==> config.mk <==
export PLATFORM = sky130hd
export DESIGN_NAME = rca_ft_selfheal
export DESIGN_NICKNAME = d
export VERILOG_FILES = /design/src/rtl/rca_ft_pkg.sv /design/src/rtl/rca_ft_selfheal_fa_cell.sv /design/src/rtl/rca_ft_selfheal.sv
export SDC_FILE = /design/constraint.sdc
export NUM_CORES = 1
export LEC_CHECK = 0
export ABC_AREA = 0
export CELL_PAD_IN_SITES_DETAIL_PLACEMENT = 1
export CELL_PAD_IN_SITES_GLOBAL_PLACEMENT = 2
export CORE_ASPECT_RATIO = 1.25
export CORE_MARGIN = 4
export CORE_UTILIZATION = 31
export CTS_CLUSTER_SIZE = 8
export DETAILED_ROUTE_END_ITERATION = 8
export PLACE_DENSITY_LB_ADDON = 0.1
export SLEW_MARGIN = 20
export SYNTH_ARGS = -nofsm -noshare
export SYNTH_HDL_FRONTEND = slang
export SYNTH_SLANG_ARGS = --single-unit
==> constraint.sdc <==
create_clock -name clk -period 8.4 [get_ports clk]
set_input_delay 1.68 -clock clk [delete_from_list [all_inputs] [get_ports clk]]
set_output_delay 1.68 -clock clk [all_outputs]
set_load 0.05 [all_outputs]
==> src/rtl/rca_ft_pkg.sv <==
// Shared types and helpers for the self-healing ripple-carry adder.
// Holds the test FSM states and the per-cell golden response.
package rca_ft_pkg;

    typedef enum logic [1:0] {
        ST_IDLE,
        ST_TEST,
        ST_DONE
    } state_t;

    function automatic int cidx_w(input int w);
        return $clog2(w + 1);
    endfunction

    // Expected {cout,s} of a healthy full adder for pattern {a,b,ci}
    function automatic logic [1:0] golden(input logic [2:0] p);
        return {1'b0, p[0]} + {1'b0, p[1]} + {1'b0, p[2]};
    endfunction

endpackage

==> src/rtl/rca_ft_selfheal_fa_cell.sv <==
// One full-adder cell with a self-test input mux and stuck-at injection.
// Injection acts on the cell outputs whatever the input source.
module fa_cell (
    input  logic       a,
    input  logic       b,
    input  logic       ci,
    input  logic       test_sel,
    input  logic [2:0] test_pat,
    input  logic       inj_s1,
    input  logic       inj_c0,
    output logic       s,
    output logic       co
);
    logic xa, xb, xc;

    assign {xa, xb, xc} = test_sel ? test_pat : {a, b, ci};
    assign s  = (xa ^ xb ^ xc) | inj_s1;
    assign co = ((xa & xb) | (xa & xc) | (xb & xc)) & ~inj_c0;

endmodule

==> src/rtl/rca_ft_selfheal.sv <==
// Fault-tolerant RCA: WIDTH+1 cells, built-in self-test and carry-chain
// repair that skips the lowest faulty cell.
module rca_ft_selfheal
    import rca_ft_pkg::*;
#(
    parameter int WIDTH  = 4,
    parameter int CIDX_W = cidx_w(WIDTH)
) (
    input  logic              clk,
    input  logic              rst_n,
    input  logic [WIDTH-1:0]  a,
    input  logic [WIDTH-1:0]  b,
    input  logic              cin,
    input  logic              in_valid,
    output logic [WIDTH:0]    sum,
    output logic              out_valid,
    input  logic              test_start,
    output logic              test_busy,
    output logic              test_done,
    output logic              fault_found,
    output logic [CIDX_W-1:0] fault_cell,
    output logic              uncorrectable,
    input  logic [WIDTH:0]    inj_sum_sa1,
    input  logic [WIDTH:0]    inj_cout_sa0
);
    localparam logic [CIDX_W-1:0] LAST = CIDX_W'(WIDTH);

    state_t             state;
    logic [CIDX_W-1:0]  tc;
    logic [2:0]         tp;
    logic [WIDTH:0]     scratch;
    logic [WIDTH:0]     scr_nxt;
    logic [WIDTH:0]     cell_s;
    logic [WIDTH:0]     cell_co;
    logic [WIDTH:0]     add_res;
    logic [CIDX_W-1:0]  low;
    logic               map_en;
    logic               in_test;

    assign map_en  = fault_found;
    assign in_test = (state == ST_TEST);

    for (genvar j = 0; j <= WIDTH; j++) begin : g_cell
        logic ca, cb, cc, s, co;
        if (j == 0) begin : g_c0
            assign ca = a[0];
            assign cb = b[0];
            assign cc = cin;
        end else begin : g_cj
            logic sh, skip_prev, na, nb;
            // Cells above the skipped one serve the next lower bit
            assign sh        = map_en && (CIDX_W'(j) > fault_cell);
            assign skip_prev = map_en && (fault_cell == CIDX_W'(j - 1));
            if (j < WIDTH) begin : g_n
                assign na = a[j];
                assign nb = b[j];
            end else begin : g_s
                assign na = 1'b0;
                assign nb = 1'b0;
            end
            assign ca = sh ? a[j-1] : na;
            assign cb = sh ? b[j-1] : nb;
            if (j == 1) begin : g_c1
                assign cc = skip_prev ? cin : g_cell[0].co;
            end else begin : g_cn
                assign cc = skip_prev ? g_cell[j-2].co : g_cell[j-1].co;
            end
        end
        fa_cell u_fa (
            .a        (ca),
            .b        (cb),
            .ci       (cc),
            .test_sel (in_test && (tc == CIDX_W'(j))),
            .test_pat (tp),
            .inj_s1   (inj_sum_sa1[j]),
            .inj_c0   (inj_cout_sa0[j]),
            .s        (s),
            .co       (co)
        );
        assign cell_s[j]  = s;
        assign cell_co[j] = co;
    end

    always_comb begin
        logic [CIDX_W-1:0] idx;
        add_res = '0;
        idx     = '0;
        for (int i = 0; i < WIDTH; i++) begin
            idx = (map_en && CIDX_W'(i) >= fault_cell) ? CIDX_W'(i + 1)
                                                       : CIDX_W'(i);
            add_res[i] = cell_s[idx];
        end
        add_res[WIDTH] = cell_co[idx];
    end

    always_comb begin
        scr_nxt     = scratch;
        scr_nxt[tc] = scratch[tc] | ({cell_co[tc], cell_s[tc]} != golden(tp));
        low         = '0;
        for (int k = WIDTH; k >= 0; k--) begin
            if (scr_nxt[k]) low = CIDX_W'(k);
        end
    end

    always_ff @(posedge clk or negedge rst_n) begin
        if (!rst_n) begin
            state         <= ST_IDLE;
            tc            <= '0;
            tp            <= '0;
            scratch       <= '0;
            sum           <= '0;
            out_valid     <= 1'b0;
            test_busy     <= 1'b0;
            test_done     <= 1'b0;
            fault_found   <= 1'b0;
            fault_cell    <= '0;
            uncorrectable <= 1'b0;
        end else begin
            out_valid <= 1'b0;
            test_done <= 1'b0;
            unique case (state)
                ST_IDLE: begin
                    if (in_valid) begin
                        sum       <= add_res;
                        out_valid <= 1'b1;
                    end
                    if (test_start) begin
                        state     <= ST_TEST;
                        test_busy <= 1'b1;
                        tc        <= '0;
                        tp        <= '0;
                        scratch   <= '0;
                    end
                end
                ST_TEST: begin
                    scratch <= scr_nxt;
                    tp      <= tp + 3'd1;
                    if (tp == 3'd7) begin
                        if (tc == LAST) begin
                            state         <= ST_DONE;
                            test_done     <= 1'b1;
                            fault_found   <= |scr_nxt;
                            fault_cell    <= low;
                            uncorrectable <= $countones(scr_nxt) >= 2;
                        end else begin
                            tc <= tc + 1'b1;
                        end
                    end
                end
                ST_DONE: begin
                    state     <= ST_IDLE;
                    test_busy <= 1'b0;
                end
                default: state <= ST_IDLE;
            endcase
        end
    end

endmodule

Yosys cells after proc, flatten, opt, wreduce, memory -nomap -nowiden

Index checks and enable logic that the tools add are counted.

$add $sub $neg: 8
$lt $le $gt $ge: 15
Eq/ne operators: 15
Muxes and demuxes: 63
Bitwise gates (word level): 51
Reductions and logical operators: 30

Operators with widths:

| kind                                                             | number |
|---|---|
| 2-to-1 mux 3 bit                                                 | 14 |
| 2-to-1 mux 1 bit                                                 | 29 |
| binary-select mux 1 bit (select 3 bit)                           | 8 |
| AND 1 bit                                                        | 20 |
| logical AND 1 bit                                                | 18 |
| OR 1 bit                                                         | 16 |
| equality test 3 x 2 -> 1 bit, second input constant              | 4 |
| case mux 3 bit (2 select lines)                                  | 2 |
| case mux 5 bit (2 select lines)                                  | 1 |
| XOR 1 bit                                                        | 10 |
| < comparator 2 x 4 -> 1 bit, second input constant               | 2 |
| < comparator 3 x 4 -> 1 bit, second input constant               | 2 |
| 2-to-1 mux 2 bit                                                 | 4 |
| adder 1 x 1 -> 2 bit                                             | 3 |
| adder 3 x 1 -> 3 bit, second input constant                      | 2 |
| equality test 3 x 1 -> 1 bit, second input constant              | 2 |
| equality test 3 bit, second input constant                       | 2 |
| greater-or-equal comparator 1 x 3 -> 1 bit, first input constant | 2 |
| greater-or-equal comparator 2 x 3 -> 1 bit, first input constant | 2 |
| greater-than comparator 2 x 3 -> 1 bit, first input constant     | 2 |
| zero test 3 bit                                                  | 2 |
| AND reduction 2 bit                                              | 3 |
| AND reduction 3 bit                                              | 2 |
| bitwise mux 5 bit                                                | 1 |
| 22 further kinds                                                 | 29 |

Flip-flop bits (word level): 26
Bits of input ports: 23
Output and inout port bits: 13
Logic and storage cells: 193

Logic depth before layout (Yosys ltp)

Depth after elaboration: 41
Depth in mapped cells: 32
Depth with buffers taken out: 31

Hierarchy

A second synthesis with hierarchy kept.

Cells, all modules: 231
Area, all modules: 2129.5 µm²

Modules (own cells, without submodules):

| module          | times used | cells an instance | area an instance (µm²) | seq. area each (µm²) |
|---|---|---|---|---|
| rca_ft_selfheal | 1          | 201               | 1798.0                 | 650.6 |
| fa_cell         | 5          | 6                 | 66.3                   | 0.0 |

Worst setup path after synthesis

Ideal clock, no wire load.

Path kind: input port to flip-flop
Start point: in a[0]
End point: reg uncorrectable
Library setup time: 0.126 ns
Arrival: 7.153 ns
Path slack: 1.121 ns
Stages on the path: 27
Path through: mux2_2 -> fa_1 -> nor2b_1 -> mux2i_1 -> o21ai_0 -> fa_1 -> nor2b_1 -> mux2i_1 -> o21ai_0 -> fa_1 -> and2b_1 -> mux2i_1 -> a21oi_1 -> fa_1 -> nor2b_1 -> mux2i_1 -> o21ai_0 -> fa_1 -> nor2_1 -> o31ai_1 -> a31oi_1 -> nand4b_2 -> a21o_1 -> fa_1 -> ha_1 -> nor3_1 -> a21oi_1

Cells in the longest elaborated chain, start to end: 38
Elaborated cells between the ends (all ways): 60
Those cells by class: add/sub: 4; order compare: 1; eq/ne: 1; mux: 15; bitwise: 39

Ends and longest elaborated chain:

| what                                         | RTL line                      | text |
|---|---|---|
| from (decl)                                  | rca_ft_selfheal.sv:11         | `input logic [WIDTH-1:0] a,` |
| 2-to-1 mux 3 bit                             | rca_ft_selfheal_fa_cell.sv:16 | `assign {xa, xb, xc} = test_sel ? test_pat : {a, b, ci};` |
| AND 1 bit                                    | rca_ft_selfheal_fa_cell.sv:18 | `assign co = ((xa & xb) \| (xa & xc) \| (xb & xc)) & ~inj_c0;` |
| OR 1 bit (2 in series)                       | rca_ft_selfheal_fa_cell.sv:18 |  |
| AND 1 bit                                    | rca_ft_selfheal_fa_cell.sv:18 |  |
| 2-to-1 mux 1 bit                             | rca_ft_selfheal.sv:64         | `assign cc = skip_prev ? cin : g_cell[0].co;` |
| 2-to-1 mux 3 bit                             | rca_ft_selfheal_fa_cell.sv:16 |  |
| AND 1 bit                                    | rca_ft_selfheal_fa_cell.sv:18 |  |
| OR 1 bit (2 in series)                       | rca_ft_selfheal_fa_cell.sv:18 |  |
| [20 not listed]                              | n/a                           |  |
| 2-to-1 mux 1 bit (not written as such)       | rca_ft_selfheal.sv:98         | `scr_nxt[tc] = scratch[tc] \| ({cell_co[tc], cell_s[tc]} != golden(tp));` |
| inequality test 2 bit *                      | rca_ft_selfheal.sv:98         |  |
| OR 1 bit *                                   | rca_ft_selfheal.sv:98         |  |
| bitwise mux 5 bit *                          | rca_ft_selfheal.sv:98         |  |
| adder 1 x 1 -> 2 bit (not written as such)   | rca_ft_selfheal.sv:144        | `uncorrectable <= $countones(scr_nxt) >= 2;` |
| adder 2 x 2 -> 3 bit (not written as such)   | rca_ft_selfheal.sv:144        |  |
| adder 3 x 1 -> 4 bit (not written as such) * | rca_ft_selfheal.sv:144        |  |
| greater-or-equal comparator 4 x 2 -> 1 bit * | rca_ft_selfheal.sv:144        |  |
| to (signal assigned)                         | rca_ft_selfheal.sv:117        | `uncorrectable <= 1'b0;` |
| to (signal assigned)                         | rca_ft_selfheal.sv:144        |  |
| to (decl)                                    | rca_ft_selfheal.sv:22         | `output logic uncorrectable,` |

Mark *: on every way between the ends. The rest lies on a longest branch, timed or not. The select of a mux whose other input is x is not followed.
A chain may end at the register's enable or synchronous reset.

Final worst setup path

Same ends and word-level chain as after synthesis.

==> key figures <==
Global route
  • Met3 GRT Util: 2.53%
  • Vias in the first global route: 1,762
  • Initial antenna violation count: 0
  • First-pass GRT wire length: 9.25 mm
  • Met1 Use GR: 20.1%
  • Largest net degree at the start of global routing: 27
  • Overflow after GRT: 0
  • GR peak layer: met2
  • Met2 Resource Use GR: 28.1%
  • All-Layer GR Usage: 15.6%

Logic synthesis
  • Cell area after synthesis: 1920 µm²
  • Post-Synthesis Cells: 215
  • Top FF cell, synth: dfrtp_1
  • Yosys top cell by area: dfrtp_1
  • Synth top cells by count: nand2_1, dfrtp_1, o21ai_0
  • Synth cell types: 43
  • Post-synthesis register bit count: 26
  • Top cells by area, synth: dfrtp_1, fa_1, nand2_1, mux2i_1, ha_1
  • Syn_area_per_cell: 8.92 µm²
  • Share of the synthesized area in the top cell type: 33.9%
  • Post-synth EDFFs: 0
  • Warnings, synthesis: 0
  • Syn Nets: 254
  • Ys async rst share: 100%
  • Seq/Total Area, Yosys: 33.9%
  • Count leader, synth: nand2_1

Power
  • Net switching power: 494 µW
  • Power per cell area: 395 nW/µm²
  • P_int: 463 µW
  • Comb power frac: 65.9%
  • Flop pwr share: 26.8%
  • Net Sw Frac: 51.6%
  • Worst IR Drop VDD: 0.146 mV
  • Clock power share: 7.3%
  • LEAKAGE: 0.00104 µW

Route
  • Post-route ant nets: 0
  • TritonRoute pass-1 iters: 4
  • Detailed-route DRC error count: 0
  • Starting DRT DRC Count: 46
  • Vias: 1,681
  • DR WL/cell: 16.5 µm
  • Vias per cell: 5.03
  • Detailed Route WL: 5.51 mm

Timing
  • Min cycle time layout: 7.86 ns
  • Worst-margin pin slew: 0.844 ns
  • Clk_skew: 0.00356 ns
  • Slew HR: 43.3%
  • RSZ-0062 raised after global routing: no
  • # setup viols final: 0
  • F_max: 127 MHz
  • Final max-slew violation count: 0
  • Fin. Hold Viols: 0
  • Final TNS setup: 0 ns
  • Tcrit/Tclk final: 93.6%
  • Worst hold margin: 0.491 ns

Place
  • GP Congestion: 0.765
  • IO buf count: 35
  • Post-detail-place hpwl: 4.47 mm
  • Placed instance area: 2370 µm²
  • Placed cells: 331

Worst hold path
  • Hold depth: 2
  • Worst Hold Class: reg -> reg

Clock network
  • Worst skew pair latency: 0.27 ns
  • CTS root buf: clkbuf_8
  • CTS clk-pin slew, worst paths: 0.09 ns
  • CTS sink count: 26
  • Clock Tree Buf Depth: 2
  • CTS tree: yes
  • H-Tree Depth: 1
  • CTS Buf Count: 3

Finish
  • Layout area overhead: 26.4%
  • ANT cells: 0
  • Share of cells above drive strength 1: 7.54%
  • Final Instance Area: 2420 µm²
  • Fin cells: 334
  • Fin util: 41.1%
  • Nets: 293

Floorplan
  • CORE AREA: 5900 µm²
  • Die ar.: 7520 µm²
  • DIE WIDTH: 78.4 µm
  • I/O pin count: 36
  • Site Rows: 31
  • Die H: 95.9 µm
  • Starting Density: 32.5%

Worst setup path
  • Worst r2r dst: uncorrectable$_DFFE_PN0P_
  • Kind of end point of the critical path: flip-flop
  • R2r worst-path depth: 30
  • Req. time, crit path: 8.55 ns
  • R2R Path Start: tc[0]$_DFFE_PN0P_
  • Setup slack, reg-to-reg: 1.02 ns
  • Crit start category: input port
  • CP Max Fanout: 5
  • CP Launch Point: a[0]
  • Worst EP arrival: 8.02 ns
  • Crit path to: uncorrectable$_DFFE_PN0P_
  • Crit Path Class: in -> reg

Outcome
  • Status: complete, no violations

Job
  • Max cap viols: 0
## kinds of logic (layout without fill, tap and decap cells)
group,Yosys count,after routing,share of synthesized area [%]
AO/OA/AOI/OAI,55,55,18.1
adder cells (fa/ha/maj),16,16,13.2
buffers and inverters,17,54,3.98
flip-flops,26,26,33.9
multiplexers,16,16,8.61
AND/OR/NAND/NOR,85,85,22.2
## flip-flops by register name (all words and copies together), names as in the netlist
register / cells
state: 2
sum: 5
test_done: 1
tp: 3
test_busy: 1
out_valid: 1
fault_cell: 3
fault_found: 1
scratch: 5
uncorrectable: 1
tc: 3
## metrics by stage
| stage | total power [µW] | setup WS, ns |
|---|---|---|
| global placement | 874 | 0.269 |
| finish | 958 | 0.538 |
| global route | 1060 | 0.0741 |
| floorplan | 689 | 1.12 |
| CTS | 956 | 0.408 |
| detailed placement | 881 | 0.150 |
## worst min-delay path by stage
stage | from | slack (ns) | endpoint
2_1_floorplan | scratch[1]$_DFFE_PN0P_ | 0.45 | scratch[1]$_DFFE_PN0P_
3_3_place_gp | sum[3]$_DFFE_PN0P_ | 0.47 | sum[3]$_DFFE_PN0P_
3_5_place_dp | sum[4]$_DFFE_PN0P_ | 0.48 | sum[4]$_DFFE_PN0P_
4_1_cts | sum[4]$_DFFE_PN0P_ | 0.50 | sum[4]$_DFFE_PN0P_
5_1_grt | sum[1]$_DFFE_PN0P_ | 0.54 | sum[1]$_DFFE_PN0P_
6_report | sum[4]$_DFFE_PN0P_ | 0.49 | sum[4]$_DFFE_PN0P_
## layout make-up
cell class,instances,area [µm²]
clock buffer,3,41.3
inverter,13,48.8
timing repair buffer,38,373
fill,710,3470
tap,82,103
multi-input combinational,172,1210
sequential,26,651
## power by group through the flow
stage,registers [µW],logic [µW],clock network [µW]
after floorplan,306,383,0
after global placement,260,614,0
after detailed placement,260,621,0
after CTS,257,625,73.5
after global routing,270,708,79.3
final,256,631,69.7
## placed cells by master (no fill, tap or decap), types with 2 or more instances in the layout
master / count
nand2_1: 34
nand3_1: 3
or2_2: 2
mux2i_1: 12
mux2_2: 4
nor2_1: 20
o22ai_1: 3
buf_4: 3
o41ai_1: 2
clkdlybuf4s50_1: 35
nor2b_1: 6
or3b_1: 2
o31ai_1: 2
a31oi_1: 3
dfrtp_1: 26
fa_1: 7
a22o_1: 2
a21oi_1: 12
nand2b_1: 2
o21ai_0: 21
nor3b_1: 2
and3_1: 4
clkbuf_8: 3
inv_1: 13
ha_1: 9
nor3_1: 4
## timing repair
item / 4_1_cts / 5_1_grt
endpoints found under the setup margin: 0 / 1
buffers inserted: 0 / 0
resized for setup: 0 / 2
hold buffers: 0 / 0
## routing by layer
layer	vias up	part of all wire (%)
li1	837	-
met1	814	45
met2	25	51
met3	5	3.7
met4	0	0.80
met5	-	0
## worst max-delay path: stages
cell,delay [ns]
clkdlybuf4s50_1,0.43
mux2_2,0.29
fa_1,0.40
nor2b_1,0.17
mux2i_1,0.12
o21ai_0,0.11
fa_1,0.39
nor2b_1,0.17
mux2i_1,0.13
o21ai_0,0.11
fa_1,0.36
and2b_1,0.20
mux2i_1,0.14
a21oi_1,0.10
fa_1,0.35
nor2b_1,0.17
mux2i_1,0.14
o21ai_0,0.12
fa_1,0.51
nor2_1,0.06
o31ai_1,0.25
a31oi_1,0.13
nand4b_4,0.23
a21o_4,0.28
fa_1,0.48
ha_1,0.30
o21ai_0,0.09
a21oi_1,0.09
Note: power is estimated with default switching activity, not from simulation.
